`config.mk`:
```
export PLATFORM = sky130hd
export DESIGN_NAME = mc_cmd_sequencer
export DESIGN_NICKNAME = d
export VERILOG_FILES = /design/src/rtl/bp_pkg.sv /design/src/rtl/sync_fifo.sv /design/src/rtl/mc_cmd_sequencer.sv
export SDC_FILE = /design/constraint.sdc
export NUM_CORES = 1
export LEC_CHECK = 0
export CAP_MARGIN = 0
export CORE_ASPECT_RATIO = 1.5
export CORE_MARGIN = 3
export CORE_UTILIZATION = 55
export CTS_BUF_LIST = sky130_fd_sc_hd__clkbuf_4
export CTS_CLUSTER_DIAMETER = 200
export CTS_CLUSTER_SIZE = 30
export DETAILED_ROUTE_END_ITERATION = 10
export HOLD_SLACK_MARGIN = 0.1
export PLACE_DENSITY = 0.83
export RECOVER_POWER = 100
export REMOVE_ABC_BUFFERS = 1
export SYNTH_ARGS = -nofsm -noshare
export SYNTH_HDL_FRONTEND = slang
export SYNTH_SLANG_ARGS = --single-unit
```
`constraint.sdc`:
```
create_clock -name clock -period 8.6 [get_ports clock]
set_input_delay 1.72 -clock clock [delete_from_list [all_inputs] [get_ports clock]]
set_output_delay 1.72 -clock clock [all_outputs]
set_load 0.005 [all_outputs]
```
`src/rtl/bp_pkg.sv`:
```
// ---------------------------------------------------------------------------
// bp_pkg
// Shared definitions for the MCU command sequencer: register map addresses,
// control register bit positions and the sequencer state encoding.
// ---------------------------------------------------------------------------
package bp_pkg;

  // MCU register map
  localparam int unsigned ADDR_CMD    = 0;
  localparam int unsigned ADDR_STATUS = 1;
  localparam int unsigned ADDR_CTRL   = 2;

  // Control register bit positions
  localparam int CTRL_RUN_BIT   = 0;
  localparam int CTRL_FLUSH_BIT = 1;
  localparam int CTRL_CLEAR_BIT = 2;

  // Sequencer states
  typedef enum logic [1:0] {
    ST_IDLE,
    ST_ISSUE,
    ST_WAIT,
    ST_STORE
  } seqState_t;

endpackage

```
`src/rtl/sync_fifo.sv`:
```
// ---------------------------------------------------------------------------
// sync_fifo
// Single-clock FIFO with first-word-fall-through output.
// Ports:
//   clock, reset      : clock and synchronous active-high reset
//   i_push / i_din    : write request and data (ignored when full, unless a
//                       pop happens in the same cycle)
//   i_pop             : remove the head entry (ignored when empty)
//   i_flush           : empty the FIFO in one cycle
//   o_dout            : current head entry
//   o_full / o_empty  : occupancy flags
//   o_count           : number of stored entries, 0..DEPTH
// ---------------------------------------------------------------------------
module sync_fifo #(
  parameter int WIDTH = 16,
  parameter int DEPTH = 16
) (
  input  logic                   clock,
  input  logic                   reset,
  input  logic                   i_push,
  input  logic                   i_pop,
  input  logic                   i_flush,
  input  logic [WIDTH-1:0]       i_din,
  output logic [WIDTH-1:0]       o_dout,
  output logic                   o_full,
  output logic                   o_empty,
  output logic [$clog2(DEPTH):0] o_count
);

  localparam int AW = $clog2(DEPTH);

  logic [WIDTH-1:0] r_mem [DEPTH];
  logic [AW-1:0]    r_wrPtr;
  logic [AW-1:0]    r_rdPtr;
  logic [AW:0]      r_count;
  logic             w_doPush;
  logic             w_doPop;

  // A push into a full FIFO is still accepted when a pop frees a slot in the
  // same cycle, so simultaneous push/pop always leaves the count unchanged.
  assign w_doPop  = i_pop && !o_empty;
  assign w_doPush = i_push && (!o_full || w_doPop);

  assign o_full  = (r_count == (AW+1)'(DEPTH));
  assign o_empty = (r_count == '0);
  assign o_count = r_count;
  assign o_dout  = r_mem[r_rdPtr];

  // Pointers wrap naturally because DEPTH is a power of two; flush simply
  // rewinds everything back to the empty state.
  always_ff @(posedge clock) begin
    if (reset || i_flush) begin
      r_wrPtr <= '0;
      r_rdPtr <= '0;
      r_count <= '0;
    end else begin
      if (w_doPush) r_wrPtr <= r_wrPtr + 1'b1;
      if (w_doPop)  r_rdPtr <= r_rdPtr + 1'b1;
      case ({w_doPush, w_doPop})
        2'b10:   r_count <= r_count + 1'b1;
        2'b01:   r_count <= r_count - 1'b1;
        default: r_count <= r_count;
      endcase
    end
  end

  // Storage array carries no reset; only the pointers define validity.
  always_ff @(posedge clock) begin
    if (w_doPush && !i_flush) r_mem[r_wrPtr] <= i_din;
  end

endmodule

```
`src/rtl/mc_cmd_sequencer.sv`:
```
// ---------------------------------------------------------------------------
// mc_cmd_sequencer
// Bridges an asynchronous MCU register bus to a protocol engine. The MCU
// queues {opcode, operand} commands; the sequencer issues them one at a time
// and captures results of opcodes with bit7 set into a result FIFO.
// Ports:
//   clock, reset          : system clock, synchronous active-high reset
//   mc_we, mc_oe          : MCU write / read strobes (active low, async)
//   mc_add, mc_din        : MCU address and write data
//   mc_dout, mc_dout_en   : registered read data and its drive enable
//   eng_start/cmd/data    : command strobe, opcode and operand to engine
//   eng_done, eng_rdata   : completion pulse and result from engine
//   irq0                  : result FIFO not empty
//   irq1                  : any error flag set
// ---------------------------------------------------------------------------
module mc_cmd_sequencer #(
  parameter int MC_ADD_WIDTH  = 6,
  parameter int MC_DATA_WIDTH = 16,
  parameter int FIFO_DEPTH    = 16,
  parameter int TIMEOUT       = 1024
) (
  input  logic                     clock,
  input  logic                     reset,
  input  logic                     mc_we,
  input  logic                     mc_oe,
  input  logic [MC_ADD_WIDTH-1:0]  mc_add,
  input  logic [MC_DATA_WIDTH-1:0] mc_din,
  output logic [MC_DATA_WIDTH-1:0] mc_dout,
  output logic                     mc_dout_en,
  output logic                     eng_start,
  output logic [7:0]               eng_cmd,
  output logic [7:0]               eng_data,
  input  logic                     eng_done,
  input  logic [7:0]               eng_rdata,
  output logic                     irq0,
  output logic                     irq1
);
  import bp_pkg::*;

  localparam int CW = $clog2(FIFO_DEPTH) + 1;
  localparam int TW = $clog2(TIMEOUT + 1);

  seqState_t r_state, w_nextState;

  logic [1:0]  r_weSync, r_oeSync;
  logic        r_wePrev, r_oePrev;
  logic        w_weFall, w_oeFall, w_oeRise;
  logic        w_addrCmd, w_addrStatus, w_addrCtrl;
  logic        w_cmdWrite, w_ctrlWrite, w_flush, w_clear;
  logic        r_run, r_overflow, r_underflow, r_timeout;
  logic        r_popPending, r_discard;
  logic [MC_DATA_WIDTH-1:0] r_dout;
  logic [7:0]  r_engCmd, r_engData, r_engRdata;
  logic [TW-1:0] r_waitCnt;
  logic        w_cmdPop, w_resPush, w_resPop, w_setTimeout, w_busy;
  logic [15:0] w_cmdHead, w_resHead, w_status;
  logic        w_cmdFull, w_cmdEmpty, w_resFull, w_resEmpty;
  logic [CW-1:0] w_cmdCount, w_resCount;

  // Strobe events are edges of the second synchronizer stage.
  assign w_weFall = r_wePrev && !r_weSync[1];
  assign w_oeFall = r_oePrev && !r_oeSync[1];
  assign w_oeRise = !r_oePrev && r_oeSync[1];

  assign w_addrCmd    = (mc_add == MC_ADD_WIDTH'(ADDR_CMD));
  assign w_addrStatus = (mc_add == MC_ADD_WIDTH'(ADDR_STATUS));
  assign w_addrCtrl   = (mc_add == MC_ADD_WIDTH'(ADDR_CTRL));

  assign w_cmdWrite  = w_weFall && w_addrCmd;
  assign w_ctrlWrite = w_weFall && w_addrCtrl;
  assign w_flush     = w_ctrlWrite && mc_din[CTRL_FLUSH_BIT];
  assign w_clear     = w_ctrlWrite && mc_din[CTRL_CLEAR_BIT];
  assign w_resPop    = w_oeRise && r_popPending;
  assign w_busy      = (r_state != ST_IDLE);

  assign w_status = {5'(w_cmdCount), 5'(w_resCount), w_busy, r_run,
                     r_timeout, r_underflow, r_overflow, !w_resEmpty};

  assign mc_dout    = r_dout;
  assign mc_dout_en = !r_oeSync[1];
  assign eng_cmd    = r_engCmd;
  assign eng_data   = r_engData;
  assign irq0       = !w_resEmpty;
  assign irq1       = r_timeout || r_underflow || r_overflow;

  sync_fifo #(.WIDTH(16), .DEPTH(FIFO_DEPTH)) u_cmdFifo (
    .clock(clock), .reset(reset), .i_push(w_cmdWrite), .i_pop(w_cmdPop),
    .i_flush(w_flush), .i_din(16'(mc_din)), .o_dout(w_cmdHead),
    .o_full(w_cmdFull), .o_empty(w_cmdEmpty), .o_count(w_cmdCount)
  );

  sync_fifo #(.WIDTH(16), .DEPTH(FIFO_DEPTH)) u_resFifo (
    .clock(clock), .reset(reset), .i_push(w_resPush), .i_pop(w_resPop),
    .i_flush(w_flush), .i_din({r_engCmd, r_engRdata}), .o_dout(w_resHead),
    .o_full(w_resFull), .o_empty(w_resEmpty), .o_count(w_resCount)
  );

  // Double-flop the MCU strobes and keep one more stage for edge detection;
  // everything resets to the inactive (high) level.
  always_ff @(posedge clock) begin
    if (reset) begin
      r_weSync <= 2'b11;
      r_oeSync <= 2'b11;
      r_wePrev <= 1'b1;
      r_oePrev <= 1'b1;
    end else begin
      r_weSync <= {r_weSync[0], mc_we};
      r_oeSync <= {r_oeSync[0], mc_oe};
      r_wePrev <= r_weSync[1];
      r_oePrev <= r_oeSync[1];
    end
  end

  // Read data is captured at read-start; the result FIFO pop is deferred
  // until read-end so the MCU sees a stable head for the whole access.
  always_ff @(posedge clock) begin
    if (reset) begin
      r_dout       <= '0;
      r_popPending <= 1'b0;
    end else if (w_oeFall) begin
      r_popPending <= 1'b0;
      if (w_addrCmd) begin
        r_dout       <= w_resEmpty ? '0 : MC_DATA_WIDTH'(w_resHead);
        r_popPending <= !w_resEmpty;
      end else if (w_addrStatus) begin
        r_dout <= MC_DATA_WIDTH'(w_status);
      end else begin
        r_dout <= '0;
      end
    end else if (w_oeRise || w_flush) begin
      r_popPending <= 1'b0;
    end
  end

  // Run bit and sticky error flags; a clear request wins over new errors.
  always_ff @(posedge clock) begin
    if (reset) begin
      r_run       <= 1'b0;
      r_overflow  <= 1'b0;
      r_underflow <= 1'b0;
      r_timeout   <= 1'b0;
    end else begin
      if (w_ctrlWrite) r_run <= mc_din[CTRL_RUN_BIT];
      if (w_clear) begin
        r_overflow  <= 1'b0;
        r_underflow <= 1'b0;
        r_timeout   <= 1'b0;
      end else begin
        if (w_cmdWrite && w_cmdFull && !w_cmdPop)  r_overflow  <= 1'b1;
        if (w_oeFall && w_addrCmd && w_resEmpty)   r_underflow <= 1'b1;
        if (w_setTimeout)                          r_timeout   <= 1'b1;
      end
    end
  end

  // Sequencer state register.
  always_ff @(posedge clock) begin
    if (reset) r_state <= ST_IDLE;
    else       r_state <= w_nextState;
  end

  // Next-state and strobe decode. A flush seen while a command is in flight
  // (tracked in r_discard) or in the same cycle as eng_done drops its result.
  always_comb begin
    w_nextState  = r_state;
    w_cmdPop     = 1'b0;
    w_resPush    = 1'b0;
    w_setTimeout = 1'b0;
    eng_start    = 1'b0;
    case (r_state)
      ST_IDLE: begin
        if (r_run && !w_cmdEmpty) w_nextState = ST_ISSUE;
      end
      ST_ISSUE: begin
        eng_start   = 1'b1;
        w_cmdPop    = 1'b1;
        w_nextState = ST_WAIT;
      end
      ST_WAIT: begin
        if (eng_done) begin
          w_nextState = (r_engCmd[7] && !r_discard && !w_flush) ? ST_STORE : ST_IDLE;
        end else if (r_waitCnt == TW'(TIMEOUT - 1)) begin
          w_setTimeout = 1'b1;
          w_nextState  = ST_IDLE;
        end
      end
      ST_STORE: begin
        if (w_flush) begin
          w_nextState = ST_IDLE;
        end else if (!w_resFull || w_resPop) begin
          w_resPush   = 1'b1;
          w_nextState = ST_IDLE;
        end
      end
      default: w_nextState = ST_IDLE;
    endcase
  end

  // Transaction datapath: command latched as the FSM leaves IDLE so it is
  // valid during the issue strobe, wait counter, captured result, discard.
  always_ff @(posedge clock) begin
    if (reset) begin
      r_engCmd   <= '0;
      r_engData  <= '0;
      r_engRdata <= '0;
      r_waitCnt  <= '0;
      r_discard  <= 1'b0;
    end else begin
      if (r_state == ST_IDLE && w_nextState == ST_ISSUE) begin
        r_engCmd  <= w_cmdHead[15:8];
        r_engData <= w_cmdHead[7:0];
      end
      if (r_state == ST_ISSUE)     r_waitCnt <= '0;
      else if (r_state == ST_WAIT) r_waitCnt <= r_waitCnt + 1'b1;
      if (r_state == ST_WAIT && eng_done) r_engRdata <= eng_rdata;
      if (r_state == ST_IDLE) r_discard <= 1'b0;
      else if (w_flush)       r_discard <= 1'b1;
    end
  end

endmodule

```
==> run summary <==
Status - finished with violations
Violated checks - max-capacitance violations, max-slew violations
Switch share - 0.195
Psw - 0.828 mW
CTS root buf - clkbuf_4
Antenna violations before repair - 2
Post-Syn Area - 0.0238 sq mm
Post-route cell area - 0.0253 sq mm
Initial Util - 0.562
Vias in the first global route - 12780
DPL Wire Length - 32.5 mm
Mapped Cells - 1412
Pin count of the biggest net entering global routing - 66
CTS tree - done
Area grow syn2layout - 6.51%
Leakage power - 7.76 nW
Die Span X - 176 um
Pre-CTS setup slack - 3.18 ns
Proportion of power drawn by flip-flops and latches - 0.747
Total power - 4.25 mW
1st-pass router iterations - 5
Post-synthesis area per instance - 16.8 sq um
Final period util - 0.691
Routed wire per std cell - 25.0 um
H-tree level count - 1
Final nets - 1506
Slowest cell on the critical path - clkbuf_1
Max Freq - 168 MHz
Setup bufs post-CTS - 0
Fin util - 0.598
Final setup fails - 0
Die height - 261 um
Via count - 12673
Synth area leader - edfxtp_1
Filler instances - 3126
Cell variety after synth - 50
Worst-path cell chain - clkbuf_1, mux4_2, a22oi_1, a21o_1, a31oi_1
Worst hold path type - reg -> reg
Share of cells above drive strength 1 - 0.106
Post-synth top area share - 0.646
Total Die Area - 0.0458 sq mm
DR DRC count - 0
Overall global routing resource usage - 0.221
Final WL - 50.8 mm
EDFF count, synth - 512
Placed cell area - 0.0251 sq mm
Synthesis-stage register bit count - 607
Longest Clk Path Bufs - 3
Worst-skew pair later-pin latency - 0.88 ns
Clock slew at reported path FFs - 0.30 ns
Final Max Tran Viols - 217
Setup crit start kind - flop
CTS Hold Bufs - 0
Post-Place Cells - 1989
CORE AREA - 0.0424 sq mm
Final WS setup - 2.66 ns
CTS Buf Count - 24
Synth async-reset ratio - 0
Hold Vio Cnt, Final - 0
Tmin final - 5.94 ns
Fin Setup TNS - 0 ns
CTS resizes - 0
Seq/Total Area, Yosys - 0.726
DR iter-0 viols - 1384
Gpl congestion - 0.880
Worst Path Arrival - 6.69 ns
Clock Power Share - 0.237
Hold slack - 0.453 ns
Internal power component - 3.42 mW
CP Capture Type - flop
GR Overflow Total - 0
Comb power frac - 0.016
PwrDens - 168 mW/mm^2
Vias per std cell - 6.23
Relative slew slack - -2.04
Slowest stage delay, CP - 3.25 ns
Non-filler instance count after layout - 2035
IO buf count - 70
R2r setup slk - 2.66 ns
Crit Path Max Fanout - 63
Max_cap viols - 12
First-pass GRT wire length - 76.4 mm
Clock skew - 0.107 ns
Tightest Pin Transition - 4.57 ns
# rows - 92
CP Class - reg -> reg
RSZ-0062 raised after global routing - no
Peak VDD IR - 214 uV
Top post-synthesis cells by area - edfxtp_1, dfxtp_1, mux4_2, mux2i_1, a22oi_1
I/O pin cnt - 71
Critical path required time - 9.35 ns
Clk sink count - 607
Main synth FF type - edfxtp_1
Post-route ant nets - 0
Synth Warn # - 0
[kinds of logic (layout without fill, tap and decap cells)]
family / count (synthesis) / in the layout / share of synthesized area
buffers and inverters: 91 / 148 / 0.0165
XOR/XNOR: 23 / 23 / 0.00847
AO/OA/AOI/OAI: 183 / 183 / 0.0473
adder cells (fa/ha/maj): 20 / 20 / 0.0112
multiplexers: 226 / 226 / 0.134
other: 0 / 2 / 0
AND/OR/NAND/NOR: 262 / 262 / 0.0565
flip-flops: 607 / 607 / 0.726
[metal layers]
| metal | part of all wire | routed length (um) | vias to the layer above | global-route usage |
|---|---|---|---|---|
| li1 | - | - | 5607 | - |
| met1 | 0.36 | 18200 | 6423 | 0.268 |
| met2 | 0.53 | 26900 | 548 | 0.392 |
| met3 | 0.066 | 3350 | 95 | 0.0295 |
| met4 | 0.046 | 2340 | 0 | 0.102 |
| met5 | 0 | 0 | - | 0 |
[state kept, by name (all words and copies together), names as in the netlist, 2 cells and up, named ones only]
register and flops:
u_cmdFifo.o_count 5, u_resFifo.r_mem 256, u_cmdFifo.r_rdPtr 4, r_oeSync 2, eng_cmd 8, r_state 2
u_resFifo.r_rdPtr 4, r_engRdata 8, r_weSync 2, u_cmdFifo.r_wrPtr 4, r_waitCnt 11, u_resFifo.o_count 5
u_cmdFifo.r_mem 256, eng_data 8, u_resFifo.r_wrPtr 4, mc_dout 16
[worst paths after layout]
| kind | to | startpoint | cells past startpoint |
|---|---|---|---|
| worst max-delay path | mc_dout[0] | flop | 5 |
| worst min register to register | r_oeSync[1] | r_oeSync[0] | 1 |
| worst max register to register | mc_dout[0] | flop | 5 |
| worst min-delay path | r_oeSync[1] | r_oeSync[0] | 1 |
[power by group through the flow]
stage / Combinational (mW) / Sequential [mW] / Clock (mW)
floorplan: 0.0158 / 3.23 / 0
global placement: 0.0698 / 3.23 / 0
detailed placement: 0.0721 / 3.23 / 0
CTS: 0.0722 / 3.17 / 1.02
global route: 0.0740 / 3.17 / 1.12
finish: 0.0688 / 3.17 / 1.01
[cells in the mapped netlist, drive strengths merged, types with 2 or more instances]
master / n
edfxtp: 512
mux2i: 138
dfxtp: 95
mux4: 72
a21oi: 65
nor2: 65
nand2: 58
a22oi: 51
clkbuf: 37
buf: 36
o21ai: 35
nand4: 34
nand3: 23
and3: 20
ha: 18
inv: 18
mux2: 16
o211ai: 13
xor2: 13
nor2b: 11
nor3: 11
xnor2: 10
nand2b: 8
nor4: 6
a21o: 5
and2: 5
or2: 5
or3: 5
a31oi: 4
a211oi: 3
a21boi: 2
and3b: 2
and4: 2
fa: 2
nand3b: 2
or4: 2
[worst max-delay path: cells and delay by family, from the launching register on]
family	cells	cell delay [ns]
buf+inv	1	3.25
flops	1	1.08
mux	1	0.81
compound gates	3	0.58
[final cells by class]
type | instances | area, sq um | area share
well taps | 564 | 706 | 0.0279
clock inverters | 1 | 30.0 | 0.00119
diodes | 2 | 5.00 | 0.000198
multi-input cells | 714 | 6140 | 0.242
clock buffers | 43 | 323 | 0.0127
inverters | 18 | 67.6 | 0.00267
repair buffers | 86 | 783 | 0.0309
flip-flops and latches | 607 | 17300 | 0.682
[layout by cell type, fill, tap and decap left out, drive strengths merged, types with 35 or more instances in the layout]
master       synthesis  layout
edfxtp             512     512
clkbuf              37      53
mux4                72      72
dlygate4sd3          0      54
nand2               58      58
o21ai               35      35
mux2i              138     138
nor2                65      65
a21oi               65      65
a22oi               51      51
dfxtp               95      95
(Power assumes the default switching activity.)
